File: config.mk
export PLATFORM = sky130hd
export DESIGN_NAME = muldiv_unit
export DESIGN_NICKNAME = d
export VERILOG_FILES = /design/src/rtl/muldiv_unit_pkg.sv /design/src/rtl/muldiv_unit_div_core.sv /design/src/rtl/muldiv_unit.sv
export SDC_FILE = /design/constraint.sdc
export NUM_CORES = 2
export LEC_CHECK = 0
export CAP_MARGIN = 20
export CORE_ASPECT_RATIO = 0.7
export CORE_MARGIN = 4
export CORE_UTILIZATION = 40
export CTS_CLUSTER_DIAMETER = 120
export DETAILED_ROUTE_END_ITERATION = 16
export GPL_TIMING_DRIVEN = 1
export PLACE_DENSITY_LB_ADDON = 0.15
export SYNTH_ARGS = -nofsm -noshare
export SYNTH_HDL_FRONTEND = slang
export SYNTH_SLANG_ARGS = --single-unit
export TNS_END_PERCENT = 50
File: constraint.sdc
create_clock -name clk_i -period 16.5 [get_ports clk_i]
set_input_delay 3.3 -clock clk_i [delete_from_list [all_inputs] [get_ports clk_i]]
set_output_delay 3.3 -clock clk_i [all_outputs]
set_load 0.01 [all_outputs]
File: src/rtl/muldiv_unit_pkg.sv
`default_nettype none
// ----------------------------------------------------------------------------
// muldiv_unit_pkg : shared op indices, FSM states and helpers for muldiv_unit
// Revision 1.0
// ----------------------------------------------------------------------------
package muldiv_unit_pkg;

  localparam int OP_W     = 7;
  localparam int OP_MUL   = 0;
  localparam int OP_MULH  = 1;
  localparam int OP_MULHU = 2;
  localparam int OP_DIV   = 3;
  localparam int OP_MOD   = 4;
  localparam int OP_DIVU  = 5;
  localparam int OP_MODU  = 6;

  localparam logic [31:0] C_DIV0_QUOT = 32'hFFFF_FFFF;

  typedef enum logic [1:0] {
    S_IDLE = 2'd0,
    S_MUL  = 2'd1,
    S_DIV  = 2'd2,
    S_DONE = 2'd3
  } state_e;

  // Keep only the lowest set bit so a malformed op vector still selects one op.
  function automatic logic [OP_W-1:0] op_lowest(input logic [OP_W-1:0] op);
    return op & (~op + {{(OP_W-1){1'b0}}, 1'b1});
  endfunction

  function automatic logic [31:0] abs32(input logic [31:0] v);
    return v[31] ? (~v + 32'd1) : v;
  endfunction

endpackage
`default_nettype wire

File: src/rtl/muldiv_unit_div_core.sv
`default_nettype none
// ----------------------------------------------------------------------------
// muldiv_unit_div_core : 32-bit unsigned restoring divider, one bit per step
// Revision 1.0
// ----------------------------------------------------------------------------
module muldiv_unit_div_core (
  input  logic        clk_i,
  input  logic        rst_i,
  input  logic        load_i,
  input  logic        step_i,
  input  logic [31:0] dividend_i,
  input  logic [31:0] divisor_i,
  output logic [31:0] quot_o,
  output logic [31:0] rem_o
);

  logic [32:0] rem_q;
  logic [31:0] quot_q;
  logic [31:0] divisor_q;
  logic [33:0] w_shift;
  logic [33:0] w_diff;

  // The dividend shifts out of quot_q's MSB while quotient bits shift in at the LSB.
  assign w_shift = {rem_q, quot_q[31]};
  assign w_diff  = w_shift - {2'b00, divisor_q};

  always_ff @(posedge clk_i) begin
    if (rst_i) begin
      rem_q     <= '0;
      quot_q    <= '0;
      divisor_q <= '0;
    end else if (load_i) begin
      rem_q     <= '0;
      quot_q    <= dividend_i;
      divisor_q <= divisor_i;
    end else if (step_i) begin
      if (!w_diff[33]) begin
        rem_q  <= w_diff[32:0];
        quot_q <= {quot_q[30:0], 1'b1};
      end else begin
        rem_q  <= w_shift[32:0];
        quot_q <= {quot_q[30:0], 1'b0};
      end
    end
  end

  assign quot_o = quot_q;
  assign rem_o  = rem_q[31:0];

endmodule
`default_nettype wire

File: src/rtl/muldiv_unit.sv
`default_nettype none
// ----------------------------------------------------------------------------
// muldiv_unit : multi-cycle LoongArch mul/div unit with valid/ready handshakes
// Revision 1.0
// ----------------------------------------------------------------------------
module muldiv_unit
  import muldiv_unit_pkg::*;
#(
  parameter int MUL_LAT = 2
) (
  input  logic            clk_i,
  input  logic            rst_i,
  input  logic            req_valid_i,
  output logic            req_ready_o,
  input  logic [OP_W-1:0] op_i,
  input  logic [31:0]     src1_i,
  input  logic [31:0]     src2_i,
  input  logic            cancel_i,
  output logic            resp_valid_o,
  input  logic            resp_ready_i,
  output logic [31:0]     result_o,
  output logic            busy_o
);

  state_e          state_q, state_d;
  logic            req_ready_q, resp_valid_q, busy_q;
  logic [31:0]     result_q;
  logic [5:0]      cnt_q;
  logic [OP_W-1:0] op_q;
  logic [31:0]     src1_q, src2_q;
  logic            div0_q;

  logic [OP_W-1:0] w_op_sel;
  logic            w_accept, w_is_mul, w_sgn_in, w_sgn_q;
  logic [31:0]     w_div_a, w_div_b, w_quot, w_rem;
  logic [31:0]     w_quot_fix, w_rem_fix, w_result;
  logic signed [32:0] w_a, w_b;
  logic signed [63:0] w_prod;
  logic [63:0]     w_mul_tap;

  assign w_op_sel = op_lowest(op_i);
  assign w_is_mul = |w_op_sel[OP_MULHU:OP_MUL];
  assign w_sgn_in = w_op_sel[OP_DIV] | w_op_sel[OP_MOD];
  assign w_accept = req_ready_q & req_valid_i & (|op_i) & ~cancel_i;

  // Low 64 bits of the 66-bit signed product are all any op consumes.
  assign w_a    = {op_q[OP_MULHU] ? 1'b0 : src1_q[31], src1_q};
  assign w_b    = {op_q[OP_MULHU] ? 1'b0 : src2_q[31], src2_q};
  assign w_prod = 64'(w_a) * 64'(w_b);

  generate
    if (MUL_LAT == 1) begin : g_mul_lat1
      assign w_mul_tap = w_prod;
    end else begin : g_mul_pipe
      logic [63:0] pipe_q [MUL_LAT-1];
      always_ff @(posedge clk_i) begin
        pipe_q[0] <= w_prod;
        for (int i = 1; i < MUL_LAT - 1; i++) begin
          pipe_q[i] <= pipe_q[i-1];
        end
      end
      assign w_mul_tap = pipe_q[MUL_LAT-2];
    end
  endgenerate

  assign w_div_a = w_sgn_in ? abs32(src1_i) : src1_i;
  assign w_div_b = w_sgn_in ? abs32(src2_i) : src2_i;

  muldiv_unit_div_core u_div_core (
    .clk_i      (clk_i),
    .rst_i      (rst_i),
    .load_i     (w_accept & ~w_is_mul),
    .step_i     ((state_q == S_DIV) && (cnt_q != 6'd0)),
    .dividend_i (w_div_a),
    .divisor_i  (w_div_b),
    .quot_o     (w_quot),
    .rem_o      (w_rem)
  );

  assign w_sgn_q    = op_q[OP_DIV] | op_q[OP_MOD];
  assign w_quot_fix = div0_q ? C_DIV0_QUOT :
                      (w_sgn_q && (src1_q[31] ^ src2_q[31])) ? -w_quot : w_quot;
  assign w_rem_fix  = div0_q ? src1_q :
                      (w_sgn_q && src1_q[31]) ? -w_rem : w_rem;

  always_comb begin
    w_result = '0;
    case (op_q)
      7'b0000001:             w_result = w_mul_tap[31:0];
      7'b0000010, 7'b0000100: w_result = w_mul_tap[63:32];
      7'b0001000, 7'b0100000: w_result = w_quot_fix;
      7'b0010000, 7'b1000000: w_result = w_rem_fix;
      default:                w_result = '0;
    endcase
  end

  // Divide-by-zero enters DIV with cnt 0 so the fix-up edge produces its result.
  always_comb begin
    state_d = state_q;
    unique case (state_q)
      S_IDLE:  if (w_accept) state_d = w_is_mul ? S_MUL : S_DIV;
      S_MUL:   if (cnt_q == 6'd1) state_d = S_DONE;
      S_DIV:   if (cnt_q == 6'd0) state_d = S_DONE;
      S_DONE:  if (resp_ready_i) state_d = S_IDLE;
      default: state_d = S_IDLE;
    endcase
    if (cancel_i) state_d = S_IDLE;
  end

  always_ff @(posedge clk_i) begin
    if (rst_i) begin
      state_q      <= S_IDLE;
      req_ready_q  <= 1'b1;
      resp_valid_q <= 1'b0;
      busy_q       <= 1'b0;
      result_q     <= '0;
      cnt_q        <= '0;
      op_q         <= '0;
      src1_q       <= '0;
      src2_q       <= '0;
      div0_q       <= 1'b0;
    end else begin
      state_q      <= state_d;
      req_ready_q  <= (state_d == S_IDLE);
      resp_valid_q <= (state_d == S_DONE);
      busy_q       <= (state_d != S_IDLE);
      if (w_accept) begin
        op_q   <= w_op_sel;
        src1_q <= src1_i;
        src2_q <= src2_i;
        div0_q <= (src2_i == 32'd0);
        if (w_is_mul)              cnt_q <= 6'(MUL_LAT);
        else if (src2_i == 32'd0)  cnt_q <= 6'd0;
        else                       cnt_q <= 6'd32;
      end else if ((state_q == S_MUL) || ((state_q == S_DIV) && (cnt_q != 6'd0))) begin
        cnt_q <= cnt_q - 6'd1;
      end
      if ((state_q != S_DONE) && (state_d == S_DONE)) begin
        result_q <= w_result;
      end
    end
  end

  assign req_ready_o  = req_ready_q;
  assign resp_valid_o = resp_valid_q;
  assign busy_o       = busy_q;
  assign result_o     = result_q;

endmodule
`default_nettype wire

==> results.toml <==
[global_route]
first_global_vias = 40600
antenna_found_initial = 16
grt_max_degree = 108
overflow = 0
grt_usage = 0.251
grt_pass1_wl_mm = 259

[finish]
final_nets = 7282
drive_above_1_share = 0.0345
final_common_cell = "inv_1"
n_fill_cell = 12900
final_cell_mix = "inv_1 (1142), fa_1 (1126), nand2_1 (977)"
area_delta_synth_final_pct = 7.11

[clocking]
cts-htree-levels = 1
clkLatencyLatePin_ps = 590
clock-root-buffer = "clkbuf_16"
clock-sinks = 276
postCtsHoldBufs = 0
post_cts_buffers = 0
clk_pin_slew_ps = 80
cts_resized = 0
cts.path.max_buffers = 3
cts_buffers = 26
cts_tree = "built"

[synthesis]
synth_edf_count = 0
syn_inst = 5944
ys_warn_count = 0
ys_seq_area_frac = 0.106
synth_flop_cell = "dfxtp_1"
yosys_register_bits = 276
syn_avg_cell_area_sq_um = 8.78
synthesis.nets = 7397
postSynth.asyncResetShare = 0
yosysUniqueCellTypes = 76
syn_area_sq_um = 52200

[floorplan]
design.die.area_sq_um = 136000
initial_utilization = 0.404
die_w_um = 440
die_y_um = 310
ios = 111
core_sq_um = 129000
rows = 110

[drt]
drt_iter0_drc = 3933
vias_per_cell = 5.28
drt-total-wl_mm = 168
drtAntennaViolNets = 0
num_vias = 40000
drc = 0
firstDrtPassIters = 9
detail_route.wl_per_cell_um = 22.2

[sta]
slew_headroom = 0.223
hold_viol_final = 0
maxSlewViolCount = 0
finalSetupViolations = 0
fmax_mhz = 109
setup_tns_ps = 0
rsz0062_at_grt = "no"
fin_crit_sh = 0.554
min_period_ps = 9150
hold_ws_ps = 457
clock_skew_ps = 21.3
worst_pin_slew_ps = 1160

[pwr]
power_frac_seq = 0.325
swShare = 0.393
power_frac_comb = 0.379
intPower_uw = 1430
p_switching_uw = 928
power.leakage_uw = 0.0257
vdd_drop_max_uv = 79.2
clkPwrFrac = 0.296
power_density_nw_per_um2 = 42.2

[job]
maxCapViolations = 0

[critical_path]
cp_max_fo = 37
endpoint_kind = "flip-flop"
start_kind = "flip-flop"
arrival_ps = 9670
crit_required_ps = 17020
critPathKind = "reg2reg"

[placement]
gp_congestion = 0.928
place_hpwl_mm = 132
port_buffers = 110

[run_status]
status = "finished, final reports clean"

[min_path]
hp-class = "reg2reg"
[final timing paths]
path | startpoint | slack, ps | cells after the start | endpoint
hold reg to reg | src2_q[29] | 460 | 2 | src2_q[29]
setup / recovery | src1_q[31] | 7350 | 24 | g_mul_pipe.pipe_q[0][61]
hold / removal | src2_q[29] | 460 | 2 | src2_q[29]
setup reg to reg | src1_q[31] | 7350 | 24 | g_mul_pipe.pipe_q[0][61]
[sequential cells by signal, summed over array words and instances (netlist names), 2 cells and up]
| register | count |
|---|---|
| g_mul_pipe.pipe_q | 64 |
| u_div_core.rem_q | 33 |
| result_o | 32 |
| src1_q | 32 |
| src2_q | 32 |
| u_div_core.divisor_q | 32 |
| u_div_core.quot_o | 32 |
| op_q | 7 |
| cnt_q | 6 |
| state_q | 2 |
[per-layer routing]
layer	part of all wire	global-route usage
met1	0.49	0.401
met2	0.40	0.347
met3	0.097	0.0586
met4	0.017	0.0371
met5	0.000071	0
[worst max-delay path, cell delays in order, from the launching register on]
cell	delay (ps)
dfxtp_1	320
buf_4	410
nor2b_2	460
nand2_1	150
inv_1	140
fa_1	500
fa_1	570
fa_1	630
inv_1	310
fa_1	1060
inv_1	290
fa_1	540
fa_1	560
inv_1	50
fa_1	450
fa_1	500
inv_1	40
ha_1	360
a21oi_1	310
o41a_1	220
o21ai_0	140
or2_2	310
o211a_1	240
a221oi_1	340
xnor2_1	150
[power by group through the flow]
stage	combinational (uW)	sequential, uW	clock (uW)
2_1_floorplan	580	757	0
3_3_place_gp	879	782	0
3_5_place_dp	884	781	0
4_1_cts	890	767	702
5_1_grt	986	770	730
6_report	894	767	698
[final cells by class]
type	instances	area, sq um	share of cell area
clock buffer	35	756	0.0135
clock inverter	12	178	0.00318
antenna	1	2.50	0.0000448
sequential	276	5530	0.0990
multi-input combinational	4169	41100	0.735
tap	1736	2170	0.0389
inverter	1142	4290	0.0767
timing repair buffer	214	1890	0.0338
[cell usage after synthesis (8+ instances only)]
| master | number | area [sq um] |
|---|---|---|
| xor2_1 | 90 | 788 |
| a21oi_1 | 218 | 1090 |
| a211oi_1 | 79 | 593 |
| nor2_1 | 228 | 856 |
| or3_1 | 20 | 125 |
| ha_1 | 251 | 3140 |
| o31a_1 | 9 | 78.8 |
| nand3_1 | 34 | 170 |
| o41ai_1 | 11 | 96.3 |
| o21ai_0 | 152 | 761 |
| nor4_1 | 17 | 106 |
| dfxtp_1 | 276 | 5530 |
| a21o_1 | 37 | 278 |
| o31ai_1 | 24 | 180 |
| nand4_1 | 12 | 75.1 |
| and2_1 | 382 | 2390 |
| a222oi_1 | 11 | 110 |
| nand2_1 | 978 | 3670 |
| clkbuf_1 | 345 | 1290 |
| or4_1 | 8 | 60.1 |
| nand2b_1 | 17 | 106 |
| o21bai_1 | 17 | 128 |
| mux2i_1 | 56 | 561 |
| inv_1 | 1142 | 4290 |
| fa_1 | 1126 | 22500 |
| a221o_1 | 10 | 100 |
| a31oi_1 | 19 | 119 |
| o21a_1 | 13 | 97.6 |
| o211ai_1 | 13 | 97.6 |
| and3_1 | 14 | 87.6 |
| nor3_1 | 40 | 200 |
| a22oi_1 | 39 | 293 |
| or2_2 | 14 | 87.6 |
| xnor2_1 | 135 | 1180 |
| nor2b_1 | 9 | 56.3 |
[logic make-up (layout without fill, tap and decap cells)]
logic type / after synthesis / after routing / share of synthesized area
AOI/OAI and AO/OA: 708 / 708 / 0.0862
adders and majority gates: 1377 / 1377 / 0.492
xor gates and xnor gates: 225 / 225 / 0.0378
muxes: 56 / 56 / 0.0107
other: 0 / 1 / 0
and+or+nand+nor: 1803 / 1803 / 0.159
DFF: 276 / 276 / 0.106
buffers and inverters: 1499 / 1403 / 0.108
[metrics by stage]
| stage | utilization | area [sq um] | std cells | power, uW | setup WS [ps] |
|---|---|---|---|---|---|
| floorplan | - | 52200 | 5944 | 1340 | 8380 |
| global placement | 0.425 | 54900 | 7536 | 1660 | 7540 |
| detailed placement | 0.425 | 54900 | 7536 | 1660 | 7410 |
| CTS | 0.433 | 55900 | 7583 | 2360 | 7340 |
| global route | 0.433 | 55900 | 7584 | 2490 | 6720 |
| finish | 0.433 | 55900 | 7585 | 2360 | 7350 |
No activity file was read; power rests on OpenSTA's default activity.
